==> src/rtl/ecc_alu_pkg.sv <==
// Shared types for the ECC modular ALU: opcodes, FSM states and the request record.
package ecc_alu_pkg;

  localparam int unsigned ECC_ALU_WIDTH    = 64;
  localparam int unsigned ECC_ALU_ID_WIDTH = 4;
  localparam int unsigned ECC_ALU_RD_WIDTH = 5;

  typedef enum logic [1:0] {
    OP_SETMOD = 2'd0,
    OP_ADD    = 2'd1,
    OP_SUB    = 2'd2,
    OP_NEG    = 2'd3
  } ecc_alu_op_e;

  typedef enum logic [1:0] {
    ST_IDLE    = 2'd0,
    ST_COMPUTE = 2'd1,
    ST_REDUCE  = 2'd2,
    ST_RESP    = 2'd3
  } ecc_alu_state_e;

  typedef struct packed {
    ecc_alu_op_e                 op;
    logic [ECC_ALU_WIDTH-1:0]    a;
    logic [ECC_ALU_WIDTH-1:0]    b;
    logic [ECC_ALU_ID_WIDTH-1:0] id;
    logic [ECC_ALU_RD_WIDTH-1:0] rd;
  } ecc_alu_req_t;

endpackage

==> src/rtl/ecc_mod_correct.sv <==
// Single-step modular correction of a raw (WIDTH+1)-bit add/sub result against p.
module ecc_mod_correct
  import ecc_alu_pkg::*;
#(
  parameter int unsigned WIDTH = 64
) (
  input  logic [WIDTH:0]   raw,
  input  logic [WIDTH-1:0] modulus,
  input  ecc_alu_op_e      op,
  output logic [WIDTH-1:0] result
);

  logic [WIDTH:0]   mod_ext_s;
  logic [WIDTH-1:0] minus_p_s;
  logic [WIDTH-1:0] plus_p_s;

  assign mod_ext_s = {1'b0, modulus};
  assign minus_p_s = raw[WIDTH-1:0] - modulus;
  assign plus_p_s  = raw[WIDTH-1:0] + modulus;

  // ADD folds back once when s >= p; SUB/NEG add p back once on borrow
  always_comb begin
    result = raw[WIDTH-1:0];
    case (op)
      OP_ADD: begin
        if (raw >= mod_ext_s) result = minus_p_s;
        else                  result = raw[WIDTH-1:0];
      end
      OP_SUB, OP_NEG: begin
        if (raw[WIDTH]) result = plus_p_s;
        else            result = raw[WIDTH-1:0];
      end
      default: result = raw[WIDTH-1:0];
    endcase
  end

endmodule

==> src/rtl/ecc_modular_alu.sv <==
// Modular ADD/SUB/NEG engine with its own modulus register, one operation in flight,
// valid/ready request and result channels.
module ecc_modular_alu
  import ecc_alu_pkg::*;
#(
  parameter int unsigned      WIDTH     = 64,
  parameter int unsigned      ID_WIDTH  = 4,
  parameter logic [WIDTH-1:0] MOD_RESET = {WIDTH{1'b0}}
) (
  input  logic                clk_i,
  input  logic                rst_i,
  input  logic                req_valid_i,
  output logic                req_ready_o,
  input  logic [1:0]          req_op_i,
  input  logic [WIDTH-1:0]    req_a_i,
  input  logic [WIDTH-1:0]    req_b_i,
  input  logic [ID_WIDTH-1:0] req_id_i,
  input  logic [4:0]          req_rd_i,
  output logic                res_valid_o,
  input  logic                res_ready_i,
  output logic [WIDTH-1:0]    res_data_o,
  output logic [ID_WIDTH-1:0] res_id_o,
  output logic [4:0]          res_rd_o,
  output logic                res_we_o,
  output logic [WIDTH-1:0]    mod_o
);

  typedef struct packed {
    ecc_alu_op_e         op;
    logic [WIDTH-1:0]    a;
    logic [WIDTH-1:0]    b;
    logic [ID_WIDTH-1:0] id;
    logic [4:0]          rd;
  } req_t;

  ecc_alu_state_e      state_r, state_next_s;
  req_t                req_r;
  ecc_alu_op_e         op_in_s;
  logic                accept_s, res_fire_s;
  logic [WIDTH:0]      raw_s, raw_r;
  logic [WIDTH-1:0]    corr_s, mod_r;
  logic                req_ready_r, res_valid_r, res_we_r;
  logic [WIDTH-1:0]    res_data_r;
  logic [ID_WIDTH-1:0] res_id_r;
  logic [4:0]          res_rd_r;

  assign op_in_s    = ecc_alu_op_e'(req_op_i);
  assign accept_s   = req_valid_i & req_ready_r;
  assign res_fire_s = res_valid_r & res_ready_i;

  // FSM state register
  always_ff @(posedge clk_i) begin
    if (rst_i) state_r <= ST_IDLE;
    else       state_r <= state_next_s;
  end

  // FSM next-state logic
  always_comb begin
    state_next_s = state_r;
    case (state_r)
      ST_IDLE: begin
        if (accept_s) begin
          if (op_in_s == OP_SETMOD) state_next_s = ST_RESP;
          else                      state_next_s = ST_COMPUTE;
        end else begin
          state_next_s = ST_IDLE;
        end
      end
      ST_COMPUTE: state_next_s = ST_REDUCE;
      ST_REDUCE:  state_next_s = ST_RESP;
      ST_RESP: begin
        if (res_fire_s) state_next_s = ST_IDLE;
        else            state_next_s = ST_RESP;
      end
      default: state_next_s = ST_IDLE;
    endcase
  end

  // Raw sum/difference; bit WIDTH carries the borrow for SUB/NEG
  always_comb begin
    raw_s = {1'b0, req_r.a};
    case (req_r.op)
      OP_ADD:  raw_s = {1'b0, req_r.a} + {1'b0, req_r.b};
      OP_SUB:  raw_s = {1'b0, req_r.a} - {1'b0, req_r.b};
      OP_NEG:  raw_s = {(WIDTH+1){1'b0}} - {1'b0, req_r.a};
      default: raw_s = {1'b0, req_r.a};
    endcase
  end

  ecc_mod_correct #(
    .WIDTH (WIDTH)
  ) u_correct (
    .raw     (raw_r),
    .modulus (mod_r),
    .op      (req_r.op),
    .result  (corr_s)
  );

  // Request latch, modulus register, pipeline and registered result channel
  always_ff @(posedge clk_i) begin
    if (rst_i) begin
      req_r       <= {$bits(req_t){1'b0}};
      raw_r       <= {(WIDTH+1){1'b0}};
      mod_r       <= MOD_RESET;
      req_ready_r <= 1'b1;
      res_valid_r <= 1'b0;
      res_data_r  <= {WIDTH{1'b0}};
      res_id_r    <= {ID_WIDTH{1'b0}};
      res_rd_r    <= 5'd0;
      res_we_r    <= 1'b0;
    end else begin
      req_ready_r <= (state_next_s == ST_IDLE);
      if (accept_s) begin
        req_r <= '{op: op_in_s, a: req_a_i, b: req_b_i, id: req_id_i, rd: req_rd_i};
      end
      if (accept_s && (op_in_s == OP_SETMOD)) begin
        mod_r <= req_a_i;
      end
      if (state_r == ST_COMPUTE) begin
        raw_r <= raw_s;
      end
      // SETMOD answers straight from the request; arithmetic answers from REDUCE
      if (accept_s && (op_in_s == OP_SETMOD)) begin
        res_valid_r <= 1'b1;
        res_data_r  <= req_a_i;
        res_id_r    <= req_id_i;
        res_rd_r    <= req_rd_i;
        res_we_r    <= 1'b0;
      end else if (state_r == ST_REDUCE) begin
        res_valid_r <= 1'b1;
        res_data_r  <= corr_s;
        res_id_r    <= req_r.id;
        res_rd_r    <= req_r.rd;
        res_we_r    <= 1'b1;
      end else if (res_fire_s) begin
        res_valid_r <= 1'b0;
      end
    end
  end

  assign req_ready_o = req_ready_r;
  assign res_valid_o = res_valid_r;
  assign res_data_o  = res_data_r;
  assign res_id_o    = res_id_r;
  assign res_rd_o    = res_rd_r;
  assign res_we_o    = res_we_r;
  assign mod_o       = mod_r;

endmodule

==> config.mk <==
export PLATFORM = sky130hd
export DESIGN_NAME = ecc_modular_alu
export DESIGN_NICKNAME = d
export VERILOG_FILES = /design/src/rtl/ecc_alu_pkg.sv /design/src/rtl/ecc_mod_correct.sv /design/src/rtl/ecc_modular_alu.sv
export SDC_FILE = /design/constraint.sdc
export NUM_CORES = 1
export LEC_CHECK = 0
export BUFFER_PORTS_ARGS = -buffer_cell sky130_fd_sc_hd__buf_4
export CAP_MARGIN = 20
export CORE_MARGIN = 2
export CORE_UTILIZATION = 37
export DETAILED_ROUTE_END_ITERATION = 7
export HOLD_SLACK_MARGIN = 0.02
export RECOVER_POWER = 50
export SLEW_MARGIN = 20
export SYNTH_ARGS = -nofsm -noshare
export SYNTH_HDL_FRONTEND = slang
export SYNTH_SLANG_ARGS = --single-unit
==> constraint.sdc <==
create_clock -name clk_i -period 9.6 [get_ports clk_i]
set_clock_uncertainty 0.15 [all_clocks]
set_input_delay 0.96 -clock clk_i [delete_from_list [all_inputs] [get_ports clk_i]]
set_output_delay 0.96 -clock clk_i [all_outputs]
set_load 0.02 [all_outputs]
==> out/summary.txt, run 1 <==
DR vias: 32755
average routed wire per standard cell: 23.8 um
hpwl dp: 100 mm
RSZ-0062 raised after global routing: false
crit path max-delay cell type: nor4_1
post-route minimum period: 5.82 ns
root buffer selected by CTS: clkbuf_16
Seq/Total Area, Yosys: 23.4%
fin area: 33300 sq um
port buffer count: 282
hold_ws: 0.304 ns
crit start category: flip-flop
Core Area: 79100 sq um
WL final: 130 mm
status: complete, but fails checks
initial core utilization: 37.4%
clock-pin transition on the worst setup and hold timing paths: 0.07 ns
setup bufs post-CTS: 0
Cells after DPL: 5371
I/O pins: 283
cts hold-fix bufs: 0
final setup violating endpoints: 0
EDFF count, synth: 0
GR Util All Layers: 30.1%
#FFs+latches synth: 346
commonest non-fill, non-tap cell in the layout: nand2_1
worst path required time: 9.91 ns
Setup TNS: 0 ns
1st-iter DRT viols: 3599
vias in the first global route: 29710
RePlAce Congestion: 1.03
Pins Over Slew Limit: 217
nets: 4708
final period utilization: 60.6%
Num CTS Buffers: 42
Mapped Cells: 4266
Clock Path Buffers: 3
Area after DPL: 32400 sq um
Fin. Hold Viols: 0
P&R area growth vs syn: 12.7%
chip height: 287 um
die width: 287 um
worst-path maximum fanout: 5
layout cells sized above 1: 7.41%
Cell Rows: 103
Main synth FF type: dfxtp_1
ys async rst share: 0%
r2r worst-path depth: 21
CP peak stage delay: 0.71 ns
crit-path cells: nor3_1, nand3b_1, nor4_1, nand2_1, nor2_1, nand2_1, nor4_1, nor2_1, xnor2_1, ha_1, inv_1, o21bai_1, a21oi_1, nor2b_1, o21ai_0, a21oi_1, a211oi_1, o31ai_2, a31oi_1, mux2i_1, o22ai_1
failing checks: capacitance limit, slew limit
DIE AREA: 82300 sq um
hold crit path type: flip-flop to flip-flop
peak supply drop: 0.123 mV
Final Non-Filler Cells: 5448
Post-Syn Area per Cell: 6.94 sq um
Leak: 12.8 nW
Synth Warn #: 0
Hold Path Depth: 2
clk_lat worst skew: 0.62 ns
pwr/cell area: 214 nW/um^2
maximum number of pins on one net before global-route repair: 88
DRC: 0
CP Depth: 21
Slew @ Worst Pin: 3.37 ns
Netlist Area Pre-Place: 29600 sq um
first-pass GRT wire length: 191 mm
post-CTS sizing: 0
Unique masters post-synth: 86
Worst slew margin: -124%
antenna cells: 0
via/cell ratio: 6.01
setup slack, reg-to-reg: 3.78 ns
CP top delay family: simple AND/OR/NAND/NOR gates
router iterations before antenna repair: 5
Achievable Freq: 0.172 GHz
CTS tree: yes
max cap viols: 3
antenna violations before repair: 0
antenna viol nets, final: 0
Critical Path End Type: flip-flop
Worst Path Arrival: 6.13 ns
CP bufs+invs: 1
Synth Net Count: 4609
most frequent cells in the layout: nand2_1, a21oi_1, nor2_1
grt ovf: 0
Sink Count: 346
CTS H-tree depth: 2
critical path class: flip-flop to flip-flop
## worst paths after layout
check                           startpoint   endpoint
worst max-delay path             req_r[11]  raw_r[59]
worst min-delay path              req_r[7]   req_r[7]
worst max register to register   req_r[11]  raw_r[59]
worst min register to register    req_r[7]   req_r[7]
## final cells by class
type | count | area [sq um]
fillers | 8504 | 45800
clock inverters | 23 | 358
repair buffers | 328 | 1950
inverters | 189 | 709
well taps | 1050 | 1310
flip-flops and latches | 346 | 6930
clock buffers | 54 | 1130
multi-input cells | 3458 | 21000
## layer usage
layer,track usage (%),vias to the layer above,share of wire (%)
met3,5.60,205,8.9
met1,44.0,15542,46
met4,10.6,0,3.7
met2,43.9,1463,41
li1,-,15545,-
met5,0,-,0
## report_power, final
group / switching (mW) / internal (mW)
registers: 0.266 / 1.59
logic: 2.28 / 1.24
clock network: 0.737 / 1.03
## synth_stat cells (all sizes together) (10+ instances only)
cell type | n | area share [%]
or2 | 11 | 0.23
or3 | 59 | 1.3
a22oi | 10 | 0.25
nor2b | 33 | 0.70
a221oi | 56 | 1.7
nor3 | 115 | 2.0
mux2 | 17 | 0.65
nand4 | 47 | 0.99
nand2 | 693 | 8.8
o31a | 10 | 0.30
nor2 | 372 | 4.7
and3 | 22 | 0.50
a32oi | 10 | 0.30
a31oi | 44 | 0.93
o21bai | 50 | 1.3
a311oi | 17 | 0.50
nor4 | 55 | 1.3
a221o | 10 | 0.34
o21ai | 234 | 4.0
a211oi | 60 | 1.5
inv | 188 | 2.4
a21o | 59 | 1.5
o311ai | 18 | 0.53
nand3 | 51 | 0.86
o2111ai | 11 | 0.33
a21oi | 603 | 10
and2 | 25 | 0.53
ha | 197 | 8.3
o211ai | 58 | 1.5
xor2 | 37 | 1.1
o21a | 15 | 0.38
mux2i | 21 | 0.71
nand2b | 35 | 0.74
o22ai | 14 | 0.30
buf | 43 | 0.63
dfxtp | 346 | 23
a21boi | 15 | 0.38
o221ai | 21 | 0.62
or4 | 11 | 0.28
xnor2 | 189 | 5.6
clkbuf | 230 | 2.9
o31ai | 44 | 1.1
## worst register-to-register path, stage by stage, from the launching register on
cell and delay [ns]:
dfxtp_1 0.35, nor3_1 0.38, nand3b_1 0.23, nor4_1 0.71, nand2_1 0.19, nor2_1 0.20, nand2_1 0.14, nor4_1 0.68
nor2_1 0.11, xnor2_1 0.16, ha_1 0.34, inv_1 0.15, o21bai_1 0.09, a21oi_1 0.24, nor2b_1 0.07, o21ai_0 0.15
a21oi_1 0.09, a211oi_1 0.25, o31ai_2 0.17, a31oi_1 0.45, mux2i_1 0.25, o22ai_1 0.10
## per-stage QoR
| step | setup slack (ns) | utilization (%) | total power, mW |
|---|---|---|---|
| after global routing | 3.21 | 42.1 | 7.50 |
| after floorplan | 4.81 | - | 4.20 |
| after global placement | 3.74 | 40.9 | 5.33 |
| final | 3.78 | 42.1 | 7.14 |
| after detailed placement | 3.66 | 40.9 | 5.33 |
| after CTS | 3.67 | 42.8 | 7.11 |
## logic make-up (layout without fill, tap and decap cells)
family | after synthesis | after routing | synth area share [%]
and+or+nand+nor | 1559 | 1559 | 23.8
AOI/OAI and AO/OA | 1435 | 1435 | 30.3
buffers and inverters | 462 | 594 | 5.95
DFF | 346 | 346 | 23.4
xor gates and xnor gates | 226 | 226 | 6.69
adders and majority gates | 200 | 200 | 8.53
muxes | 38 | 38 | 1.36
## registers in the layout, summed over array words and instances, names as in the netlist
signal	count
req_ready_o	1
res_data_o	64
req_r	139
res_we_o	1
res_id_o	4
res_rd_o	5
raw_r	65
state_r	2
res_valid_o	1
mod_o	64
Note: power is estimated with default switching activity, not from simulation.
==> inputs of run 2 (changes only) <==
==> constraint.sdc (replaced) <==
create_clock -name clk_i -period 5.78 [get_ports clk_i]
set_clock_uncertainty 0.15 [all_clocks]
set_input_delay 0.578 -clock clk_i [delete_from_list [all_inputs] [get_ports clk_i]]
set_output_delay 0.578 -clock clk_i [all_outputs]
set_load 0.02 [all_outputs]
==> run 2 against run 1 <==
Net effect: the flow still finishes with violations (capacitance limit, slew limit); global-route usage is 0.68 points higher; final cell count grew 0.55%; sequential cell count did not move; routed wire length grew 2.3%; worst setup slack got worse by 3.2 ns; hold slack worse by 0.25 ns; fmax rose by 11%; power grew 66%; cell area grew 0.62%; count of clock-buffer cells in the layout unchanged; first-iteration DRC count up 5.8%.
==> out/summary.txt, run 2 (synthesis gave the netlist of run 1 again) <==
status: complete, but fails checks
failing checks: capacitance limit, slew limit
Worst Path Arrival: 5.57 ns
CTS tree: yes
most frequent cells in the layout: nand2_1, a21oi_1, nor2_1
Top Registers: req_r: 139 flops, raw_r: 65 flops
Slew @ Worst Pin: 4.26 ns
Most flops, register: req_r
Leak: 12.9 nW
Pins Over Slew Limit: 223
first-pass GRT wire length: 195 mm
Num CTS Buffers: 40
crit start category: flip-flop
hold crit path type: input pin to flip-flop
clock-pin transition on the worst setup and hold timing paths: 0.07 ns
max cap viols: 3
port buffer count: 282
layout cells sized above 1: 8.08%
cts hold-fix bufs: 0
final setup violating endpoints: 0
I/O pins: 283
WL final: 133 mm
DRC: 0
chip height: 287 um
Worst slew margin: -184%
Achievable Freq: 0.191 GHz
RSZ-0062 raised after global routing: false
grt ovf: 0
post-route minimum period: 5.24 ns
worst-path maximum fanout: 8
antenna violations before repair: 1
Power Total: 11.8 mW
critical path class: flip-flop to flip-flop
setup bufs post-CTS: 0
max reg flops: 139
GR Util All Layers: 30.8%
hpwl dp: 104 mm
die width: 287 um
antenna viol nets, final: 0
root buffer selected by CTS: clkbuf_16
peak supply drop: 0.229 mV
Sink Count: 346
pwr/cell area: 352 nW/um^2
maximum number of pins on one net before global-route repair: 79
Final Non-Filler Cells: 5478
hold_ws: 0.0580 ns
initial core utilization: 37.4%
P&R area growth vs syn: 13.3%
CTS H-tree depth: 2
Critical Path End Type: flip-flop
filler cell count in the final layout: 8571
antenna cells: 0
final core utilization: 42.4%
Core Area: 79100 sq um
DR vias: 33028
Setup TNS: 0 ns
final period utilization: 90.7%
1st-iter DRT viols: 3806
nets: 4743
Cells after DPL: 5408
Fin. Hold Viols: 0
vias in the first global route: 30175
Clock Path Buffers: 3
router iterations before antenna repair: 6
clk_lat worst skew: 0.62 ns
RePlAce Congestion: 1.03
commonest non-fill, non-tap cell in the layout: nand2_1
DIE AREA: 82300 sq um
via/cell ratio: 6.03
Cell Rows: 103
average routed wire per standard cell: 24.2 um
worst path required time: 6.10 ns
-- run 2: cell count changes in the layout (fill, tap and decap cells not counted), sizes merged --
cell | before | now
clkinv | 11 | 8
clkbuf | 194 | 196
inv | 192 | 190
buf | 188 | 223
bufinv | 7 | 5
-- run 2: layout make-up --
| type | count | area (sq um) | share of cell area, % |
|---|---|---|---|
| clock buffers | 54 | 1110 | 3.32 |
| inverters | 189 | 709 | 2.11 |
| flip-flops and latches | 346 | 6930 | 20.7 |
| clock inverters | 16 | 279 | 0.832 |
| repair buffers | 365 | 2220 | 6.62 |
| well taps | 1050 | 1310 | 3.92 |
| multi-input cells | 3458 | 21000 | 62.5 |
-- run 2: worst max-delay path, stage by stage, from the launching register on --
cell and delay (ns):
dfxtp_1 0.35, nor3_1 0.41, nand4b_1 0.25, nor3_1 0.35, nand2_1 0.15, nor2_1 0.18
and2_1 0.20, nor2b_1 0.34, a21oi_1 0.14, xnor2_1 0.16, ha_1 0.43, nand4_1 0.16
or2_2 0.32, o41a_1 0.49, o31ai_2 0.44, a31oi_1 0.26, mux2i_1 0.22, o22ai_1 0.11
-- run 2: timing repair --
item	CTS	global route
endpoints found under the hold margin	0	0
resized for setup	0	1
endpoints found under the setup margin	0	3
-- run 2: final timing paths --
path	start	to	slack (ns)	cells after the start
worst max-delay path	req_r[11]	raw_r[59]	0.54	17
worst min-delay path	req_b_i[59]	req_r[68]	0.06	3
worst max register to register	req_r[11]	raw_r[59]	0.54	17
worst min register to register	req_r[1]	req_r[1]	0.31	2
-- run 2: routing by layer --
metal | up-vias | share of wire, % | track usage, %
met5 | - | 0.0098 | 0
met4 | 2 | 3.5 | 9.82
met3 | 224 | 9.9 | 5.66
met2 | 1545 | 41 | 44.9
met1 | 15653 | 46 | 45.4
li1 | 15604 | - | -
-- run 2: per-stage QoR --
| step | instance area (sq um) | worst slack (ns) |
|---|---|---|
| after floorplan | 29600 | 0.991 |
| after global placement | 32700 | 0.479 |
| after detailed placement | 32700 | 0.417 |
| after CTS | 34100 | 0.413 |
| after global routing | 33500 | 0.0244 |
| final | 33500 | 0.535 |
-- run 2: report_power, final --
group | leakage [nW] | switching, mW | total, mW | internal, mW
registers | 2.83 | 0.424 | 3.06 | 2.64
clock network | 0.671 | 1.15 | 2.74 | 1.59
logic | 9.45 | 3.88 | 6.01 | 2.13
